### src/rtl/adc_sampler.sv
// rtl/adc_sampler.sv - paced ADC conversion handshake with power-of-two averaging and timeout
// Optional per-dropped-tick overrun counter port: define ADC_SAMPLER_OVERRUN_EN.
module adc_sampler #(
  parameter int DATA_W       = 12,
  parameter int CLK_DIV      = 50000,
  parameter int AVG_LOG2     = 2,
  parameter int CONV_TIMEOUT = 255
) (
  input  logic              clk,
  input  logic              reset,
  input  logic              enable,
  input  logic              adc_busy,
  input  logic [DATA_W-1:0] adc_data,
  output logic              adc_convst,
  output logic [DATA_W-1:0] sample,
  output logic              sample_valid,
`ifdef ADC_SAMPLER_OVERRUN_EN
  output logic [7:0]        overrun_cnt,
`endif
  output logic              timeout_err
);

  localparam int ACC_W = DATA_W + AVG_LOG2;
  localparam int CNT_W = AVG_LOG2 + 1;
  localparam int DIV_W = (CLK_DIV > 1) ? $clog2(CLK_DIV) : 1;
  localparam int TO_W  = $clog2(CONV_TIMEOUT + 1);
  localparam int NAVG  = 1 << AVG_LOG2;

  typedef enum logic [2:0] {
    IDLE,
    CONVST,
    WAIT_HI,
    WAIT_LO,
    CAPTURE,
    EMIT
  } state_t;

  logic              busy_meta_q, busy_s_q;
  logic [DATA_W-1:0] data_meta_q, data_s_q;

  state_t            state_q, state_d;
  logic [DIV_W-1:0]  div_q, div_d;
  logic [ACC_W-1:0]  acc_q, acc_d;
  logic [CNT_W-1:0]  cnt_q, cnt_d;
  logic [TO_W-1:0]   to_q, to_d;
  logic              cs_q, cs_d;
  logic              convst_q, convst_d;
  logic [DATA_W-1:0] sample_q, sample_d;
  logic              valid_q, valid_d;
  logic              terr_q, terr_d;
  logic [ACC_W-1:0]  sum;
  logic              tick;

  // The data bus is only sampled after busy_s has fallen, by which point it has long been stable.
  always_ff @(posedge clk or posedge reset) begin
    if (reset) begin
      busy_meta_q <= 1'b0;
      busy_s_q    <= 1'b0;
      data_meta_q <= '0;
      data_s_q    <= '0;
    end else begin
      busy_meta_q <= adc_busy;
      busy_s_q    <= busy_meta_q;
      data_meta_q <= adc_data;
      data_s_q    <= data_meta_q;
    end
  end

  assign tick = enable && (div_q == DIV_W'(CLK_DIV - 1));
  assign sum  = acc_q + ACC_W'(data_s_q);

  always_comb begin
    state_d  = state_q;
    div_d    = div_q;
    acc_d    = acc_q;
    cnt_d    = cnt_q;
    to_d     = to_q;
    cs_d     = cs_q;
    sample_d = sample_q;
    valid_d  = 1'b0;
    terr_d   = terr_q;

    if (!enable || tick) begin
      div_d = '0;
    end else begin
      div_d = div_q + DIV_W'(1);
    end

    case (state_q)
      IDLE: begin
        if (!enable) begin
          acc_d = '0;
          cnt_d = '0;
        end
        if (tick) begin
          state_d = CONVST;
          cs_d    = 1'b0;
        end
      end
      CONVST: begin
        if (cs_q) begin
          state_d = WAIT_HI;
          to_d    = '0;
        end else begin
          cs_d = 1'b1;
        end
      end
      WAIT_HI: begin
        if (busy_s_q) begin
          state_d = WAIT_LO;
          to_d    = '0;
        end else if (to_q == TO_W'(CONV_TIMEOUT)) begin
          state_d = IDLE;
          terr_d  = 1'b1;
          acc_d   = '0;
          cnt_d   = '0;
        end else begin
          to_d = to_q + TO_W'(1);
        end
      end
      WAIT_LO: begin
        if (!busy_s_q) begin
          state_d = CAPTURE;
        end else if (to_q == TO_W'(CONV_TIMEOUT)) begin
          state_d = IDLE;
          terr_d  = 1'b1;
          acc_d   = '0;
          cnt_d   = '0;
        end else begin
          to_d = to_q + TO_W'(1);
        end
      end
      CAPTURE: begin
        acc_d = sum;
        cnt_d = cnt_q + CNT_W'(1);
        // Load the output here so it is already valid during the EMIT strobe cycle.
        if (cnt_q == CNT_W'(NAVG - 1)) begin
          state_d  = EMIT;
          sample_d = sum[ACC_W-1:AVG_LOG2];
          valid_d  = 1'b1;
        end else begin
          state_d = IDLE;
        end
      end
      EMIT: begin
        acc_d   = '0;
        cnt_d   = '0;
        state_d = IDLE;
      end
      default: state_d = IDLE;
    endcase

    convst_d = (state_d == CONVST);
  end

  always_ff @(posedge clk or posedge reset) begin
    if (reset) begin
      state_q  <= IDLE;
      div_q    <= '0;
      acc_q    <= '0;
      cnt_q    <= '0;
      to_q     <= '0;
      cs_q     <= 1'b0;
      convst_q <= 1'b0;
      sample_q <= '0;
      valid_q  <= 1'b0;
      terr_q   <= 1'b0;
    end else begin
      state_q  <= state_d;
      div_q    <= div_d;
      acc_q    <= acc_d;
      cnt_q    <= cnt_d;
      to_q     <= to_d;
      cs_q     <= cs_d;
      convst_q <= convst_d;
      sample_q <= sample_d;
      valid_q  <= valid_d;
      terr_q   <= terr_d;
    end
  end

  assign adc_convst   = convst_q;
  assign sample       = sample_q;
  assign sample_valid = valid_q;
  assign timeout_err  = terr_q;

`ifdef ADC_SAMPLER_OVERRUN_EN
  logic [7:0] ovr_q, ovr_d;

  always_comb begin
    ovr_d = ovr_q;
    if (tick && (state_q != IDLE) && (ovr_q != 8'hFF)) begin
      ovr_d = ovr_q + 8'd1;
    end
  end

  always_ff @(posedge clk or posedge reset) begin
    if (reset) begin
      ovr_q <= 8'd0;
    end else begin
      ovr_q <= ovr_d;
    end
  end

  assign overrun_cnt = ovr_q;
`endif

endmodule

### config.mk
export PLATFORM = sky130hd
export DESIGN_NAME = adc_sampler
export DESIGN_NICKNAME = d
export VERILOG_FILES = /design/src/rtl/adc_sampler.sv
export SDC_FILE = /design/constraint.sdc
export NUM_CORES = 1
export LEC_CHECK = 0
export CORE_MARGIN = 3
export CORE_UTILIZATION = 60
export CTS_BUF_LIST = sky130_fd_sc_hd__clkbuf_4 sky130_fd_sc_hd__clkbuf_8
export DETAILED_ROUTE_END_ITERATION = 6
export PLACE_DENSITY = 0.81
export SETUP_SLACK_MARGIN = 0.05
export SLEW_MARGIN = 25
export SYNTH_ARGS = -nofsm -noshare
export SYNTH_HDL_FRONTEND = slang
export SYNTH_SLANG_ARGS = --single-unit
### constraint.sdc
create_clock -name clk -period 3.7 [get_ports clk]
set_input_delay 0.925 -clock clk [delete_from_list [all_inputs] [get_ports clk]]
set_output_delay 0.925 -clock clk [all_outputs]
set_load 0.005 [all_outputs]
==> results of run 1 <==
-- layer usage --
| layer | vias up | track usage [%] | share of wire [%] |
|---|---|---|---|
| met5 | - | 0 | 0 |
| met4 | 0 | 7.67 | 1.5 |
| met3 | 8 | 4.52 | 3.6 |
| met2 | 64 | 32.1 | 47 |
| met1 | 1363 | 28.2 | 48 |
| li1 | 1362 | - | - |
-- cell type report --
class,count,area share (%)
flip-flops and latches,86,46.9
well taps,77,2.10
clock buffers,13,3.62
clock inverters,3,0.927
inverters,9,0.763
multi-input cells,263,38.6
repair buffers,32,7.14
-- through the flow --
stage	cell area (um^2)	worst slack (ns)	total power [mW]	hold WS, ns	utilization, %
finish	4590	1.32	2.71	0.349	71.5
global route	4590	1.21	2.87	0.357	71.5
CTS	4590	1.34	2.73	0.354	71.5
detailed placement	4380	0.948	2.03	0.336	68.2
global placement	4380	1.00	1.99	0.332	68.2
floorplan	4010	0.553	1.85	0.331	-
-- Yosys cell counts (5+ instances only) --
library cell  count  share of area, %
nand3_1          16               2.0
nand2b_1          7               1.1
nor2_1           43               4.0
nor2b_1           6              0.94
nand2_1          37               3.5
xnor2_1          13               2.8
ha_1             16               5.0
a21oi_1          14               1.7
a22o_1           11               2.4
inv_1             8              0.75
xor2_1           12               2.6
a31oi_1           6              0.94
o21ai_0          14               1.7
dfrtp_1          86                54
clkbuf_1          6              0.56
mux2_2            6               1.7
nand4_1           5              0.78
-- sequential cells by signal (all words and copies together), names as in the netlist, 3 cells and up --
name / flops
div_q: 16
data_meta_q: 12
acc_q: 14
to_q: 8
data_s_q: 12
sample: 12
state_q: 3
cnt_q: 3
-- worst paths after layout --
check / end / cells after the start / slack, ns
min: data_s_q[9] / 0 / 0.35
max in group asynchronous: sample[6] / 3 / 2.10
min in group asynchronous: sample[5] / 2 / 0.94
max reg2reg: acc_q[12] / 9 / 1.38
min reg2reg: data_s_q[9] / 0 / 0.35
max: acc_q[12] / 7 / 1.32
-- cell families after synthesis --
group / Yosys count / share of synthesized area [%]
simple gates: 142 / 17.6
flops: 86 / 53.7
compound gates: 71 / 13.4
xor+xnor: 25 / 5.46
buf+inv: 20 / 2.15
fa+ha+maj: 17 / 5.49
mux: 8 / 2.18
-- power groups by stage --
stage | logic, mW | clock network, mW | registers [mW]
floorplan | 0.709 | 0 | 1.14
global placement | 0.812 | 0 | 1.18
detailed placement | 0.848 | 0 | 1.18
CTS | 0.858 | 0.698 | 1.17
global route | 0.953 | 0.731 | 1.19
finish | 0.854 | 0.683 | 1.17
==> flow_summary.json, run 1 <==
{
  "antennaDiodeCount": 0,
  "worst_path_dominant_cell_family": "compound AO/OA/AOI/OAI gates",
  "seqPwrFrac_pct": 43.2,
  "io_buffers": 30,
  "cts_buffers": 9,
  "crit_start": "enable",
  "p_int_mw": 1.79,
  "synthCells": 369,
  "setup_viol": 0,
  "p_per_area_nw_per_um2": 590,
  "synth_nets": 402,
  "clk_pin_slew_ns": 0.08,
  "p_leak_nw": 2.07,
  "synth_seq_cells": 86,
  "critPathSlowestCell": "a21oi_2",
  "worstPathMaxFanout": 17,
  "hold_viol": 0,
  "cts_max_path_buffers": 2,
  "antenna_found_initial": 0,
  "drt_first_pass_iters": 4,
  "drcViolationCount": 0,
  "dp_cells": 467,
  "rows": 29,
  "clock_skew_ns": 0.00844,
  "path_buf_inv": 1,
  "fmax_mhz": 420,
  "die-area_um2": 7700,
  "switching_share_pct": 33.9,
  "clk_latency_ns": 0.35,
  "slew_viol_final": 0,
  "p_comb_share_pct": 31.5,
  "core_um2": 6420,
  "fin_crit_sh_pct": 64.3,
  "dr.first_iter.drc_count": 199,
  "drv_cap": 0,
  "cp-start-kind": "input port",
  "rsz0062_at_grt": "false",
  "cts_resized": 0,
  "final_cell_mix": "86 x dfrtp_1, 43 x nor2_1, 37 x nand2_1",
  "tns_ns": 0,
  "die_x_um": 87.7,
  "ys.flop_type": "dfrtp_1",
  "cts_root_buffer": "clkbuf_8",
  "gr-total-overflow": 0,
  "avgSynthCellArea_um2": 10.9,
  "final_nets": 434,
  "n_fill_cell": 462,
  "path_cells": "clkdlybuf4s50_1 -> nor2_1 -> nor2_1 -> nor2_1 -> a21oi_2 -> o21bai_1 -> a22o_1",
  "cp_common_cell": "nor2_1",
  "min-delay-start": "data_meta_q[9]",
  "peakVddDrop_v": 0.000376,
  "max_stage_delay_ns": 0.62,
  "syn_area_um2": 4010,
  "grt.total_usage_pct": 20.5,
  "io-pin-count": 31,
  "cts_tree": "done",
  "critPathRequiredTime_ns": 3.99,
  "synth_edf_count": 0,
  "synth-async-reset-ratio_pct": 100,
  "cts.sinks": 86,
  "stdcell_count": 483,
  "status": "finished clean",
  "synth.distinct_cells": 57,
  "yosysWarningCount": 0,
  "via_per_inst": 5.79,
  "multi_input_area_um2": 1770,
  "hold_buffers": 0,
  "crit_path_end_kind": "register",
  "regArea_um2": 2150,
  "worst_pin_slew_ns": 0.834,
  "grt_pass1_wl_um": 12200,
  "hold_path_class": "reg -> reg",
  "synth_seq_area_share_pct": 53.7,
  "max_slew_margin_pct": 44.4,
  "worstSetupPathType": "in -> reg",
  "arrival_ns": 2.67,
  "ant_nets": 0,
  "initial_core_util_pct": 62.4,
  "postCtsSetupRepairBufs": 0,
  "layout_commonest_cell": "dfrtp_1",
  "wl_um": 7190,
  "place.gp.congestion": 0.839,
  "vias": 2797,
  "dieHeight_um": 87.7,
  "place_hpwl_um": 4940,
  "area_growth_pct": 14.5,
  "htree_levels": 3,
  "reg2reg_from": "acc_q[0]",
  "fin_crit_ns": 2.38,
  "wl_per_cell_um": 14.9,
  "switchingPower_uw": 918,
  "grt_max_degree": 52,
  "p_clk_share_pct": 25.2,
  "grt_pass1_vias": 2731,
  "drive_above_1_share_pct": 10.1
}
Note: power is estimated with default switching activity, not from simulation.
==> inputs of run 2 (changes only) <==
--- a/config.mk
+++ b/config.mk
@@ -6,10 +6,10 @@
 export NUM_CORES = 1
 export LEC_CHECK = 0
 export CORE_MARGIN = 3
-export CORE_UTILIZATION = 60
+export CORE_UTILIZATION = 54
 export CTS_BUF_LIST = sky130_fd_sc_hd__clkbuf_4 sky130_fd_sc_hd__clkbuf_8
 export DETAILED_ROUTE_END_ITERATION = 6
-export PLACE_DENSITY = 0.81
+export PLACE_DENSITY = 0.77
 export SETUP_SLACK_MARGIN = 0.05
 export SLEW_MARGIN = 25
 export SYNTH_ARGS = -nofsm -noshare
==> constraint.sdc (replaced) <==
create_clock -name clk -period 2.16 [get_ports clk]
set_input_delay 0.54 -clock clk [delete_from_list [all_inputs] [get_ports clk]]
set_output_delay 0.54 -clock clk [all_outputs]
set_load 0.005 [all_outputs]
==> run 2 against run 1 <==
The run now ends with negative setup slack left. Global-route usage is 1.6 points lower. Sequential cell count stayed put. Combinational power rose by 100%. First-iteration DRC count is 22% lower. Clock skew fell by 0.00085 ns. Core utilization shrank 2.2 points.
==> flow_summary.json, run 2 (synthesized netlist as in run 1, its figures left out) <==
{
  "status": "finished, violations left",
  "violations": "negative setup slack",
  "grt_pass1_vias": 2807,
  "dieHeight_um": 92.2,
  "clk_pin_slew_ns": 0.08,
  "grt_max_degree": 87,
  "worstPathMaxFanout": 4,
  "via_per_inst": 5.67,
  "r2r_slack_ns": -0.01,
  "drt_first_pass_iters": 4,
  "r2r_end": "sample[6]",
  "worst_path_dominant_cell_family": "simple AND/OR/NAND/NOR gates",
  "hold_slack_ns": 0.353,
  "core_um2": 6980,
  "reg2reg_from": "acc_q[0]",
  "final_nets": 451,
  "area_growth_pct": 20.6,
  "io_buffers": 30,
  "worstSetupPathType": "reg -> reg",
  "multi_input_area_um2": 1880,
  "wl_met1_um": 3590,
  "post-route-util_pct": 69.3,
  "critPathSlowestCell": "or4b_1",
  "io-pin-count": 31,
  "path_buf_inv": 1,
  "min-delay-start": "data_meta_q[4]",
  "path_cells": "ha_4 -> inv_2 -> fa_2 -> nor2b_2 -> o211ai_1 -> nand2_1 -> a31oi_2 -> or4b_1 -> nand3_1",
  "hold_path_class": "reg -> reg",
  "path_depth": 9,
  "largest_reg_flops": 16,
  "slew_viol_final": 0,
  "p_leak_nw": 2.14,
  "setup_viol": 2,
  "rows": 30,
  "hold_end": "data_s_q[4]",
  "hold_buffers": 0,
  "tns_ns": -0.0140,
  "dr.first_iter.drc_count": 156,
  "antenna_found_initial": 0,
  "routed-wl-met2_um": 3840,
  "vias": 2938,
  "die-area_um2": 8490,
  "fin_crit_ns": 2.17,
  "cts_max_path_buffers": 2,
  "drive_above_1_share_pct": 17.1,
  "wl_per_cell_um": 15.3,
  "cp-start-kind": "register",
  "hold_depth": 0,
  "rsz0062_at_grt": "true",
  "antennaDiodeCount": 0,
  "crit_path_end_kind": "register",
  "grt_pass1_wl_um": 12900,
  "n_fill_cell": 510,
  "fin_crit_sh_pct": 100,
  "clock_skew_ns": 0.00759,
  "dr.max_layer_used": "met4",
  "reg_top3": "div_q x16, acc_q x14",
  "place.gp.congestion": 0.798,
  "regArea_um2": 2150,
  "peakVddDrop_v": 0.000553,
  "htree_levels": 3,
  "setup_slack_ns": -0.00963,
  "dp_cells": 494,
  "ant_nets": 0,
  "dr_wl_met3_um": 386,
  "clk_latency_ns": 0.35,
  "wl_um": 7920,
  "cts_root_buffer": "clkbuf_8",
  "max_slew_margin_pct": 67.5,
  "initial_core_util_pct": 57.4,
  "place_hpwl_um": 5000,
  "cts_buffers": 9,
  "fmax_mhz": 461,
  "drcViolationCount": 0,
  "die_x_um": 92.2,
  "max_stage_delay_ns": 0.52,
  "grt.total_usage_pct": 18.9,
  "hold_viol": 0,
  "regMostFlops": "div_q",
  "p_per_area_nw_per_um2": 1010,
  "drv_cap": 0,
  "critPathRequiredTime_ns": 2.44,
  "arrival_ns": 2.45,
  "worst_pin_slew_ns": 0.487,
  "cts_tree": "done",
  "layout_commonest_cell": "dfrtp_1",
  "gr-total-overflow": 0,
  "final_cell_mix": "86 x dfrtp_1, 43 x nor2_1, 36 x nand2_1",
  "worstRegToRegCells": 9,
  "cts.sinks": 86,
  "stdcell_count": 518
}
==> run 2: cell types whose count changed in the layout (fill, tap and decap cells not counted), moves of 2 or more <==
cell     delta
ha_1        -4
a21oi_4     +2
ha_4        +3
a21oi_2     +2
o21ai_1     +2
buf_4      +17
o21ai_0     -3
a21oi_1     -4
==> run 2: worst max path at each step <==
stage / startpoint / end / slack [ns]
3_5_place_dp: acc_q[0] / acc_q[12] / -0.02
3_3_place_gp: acc_q[0] / acc_q[12] / 0.03
5_1_grt: acc_q[0] / sample[6] / -0.13
2_1_floorplan: acc_q[0] / acc_q[12] / 0.07
4_1_cts: acc_q[0] / acc_q[12] / 0.003
6_report: acc_q[0] / sample[6] / -0.01
==> run 2: cell type report <==
type	instances	area share, %
multi-input cells	263	38.8
clock buffers	11	3.00
flip-flops and latches	86	44.5
clock inverters	4	0.983
inverters	9	0.776
well taps	96	2.48
repair buffers	49	9.42
==> run 2: repair_timing <==
item | 4_1_cts | 5_1_grt
buffers inserted | 6 | 3
endpoints found under the setup margin | 5 | 27
pin swaps | 3 | 10
resized for setup | 2 | 22
==> run 2: per-stage QoR <==
| stage | power (mW) | worst slack, ns | area (um^2) |
|---|---|---|---|
| floorplan | 3.16 | 0.0720 | 4010 |
| global placement | 3.47 | 0.0258 | 4470 |
| detailed placement | 3.53 | -0.0209 | 4470 |
| CTS | 4.67 | 0.00265 | 4710 |
| global route | 5.19 | -0.129 | 4840 |
| finish | 4.87 | -0.00963 | 4840 |
==> run 2: worst reg2reg max path, delay by kind of cell, from the launching register on <==
| kind | cells | cell delay (ns) |
|---|---|---|
| buf+inv | 1 | 0.04 |
| simple gates | 4 | 0.90 |
| flops | 1 | 0.39 |
| compound gates | 2 | 0.27 |
| fa+ha+maj | 2 | 0.50 |
==> run 2: where the power goes <==
group	internal (mW)	switching, mW	total (mW)
registers	1.82	0.191	2.01
clock network	0.569	0.537	1.11
logic	0.789	0.961	1.75
total	3.18	1.69	4.87
==> run 2: metal layers <==
layer  track usage (%)  vias to the layer above
met5                 0                        -
met4              6.56                        0
met3              4.51                       12
met2              29.7                       88
met1              25.8                     1447
li1                  -                     1391
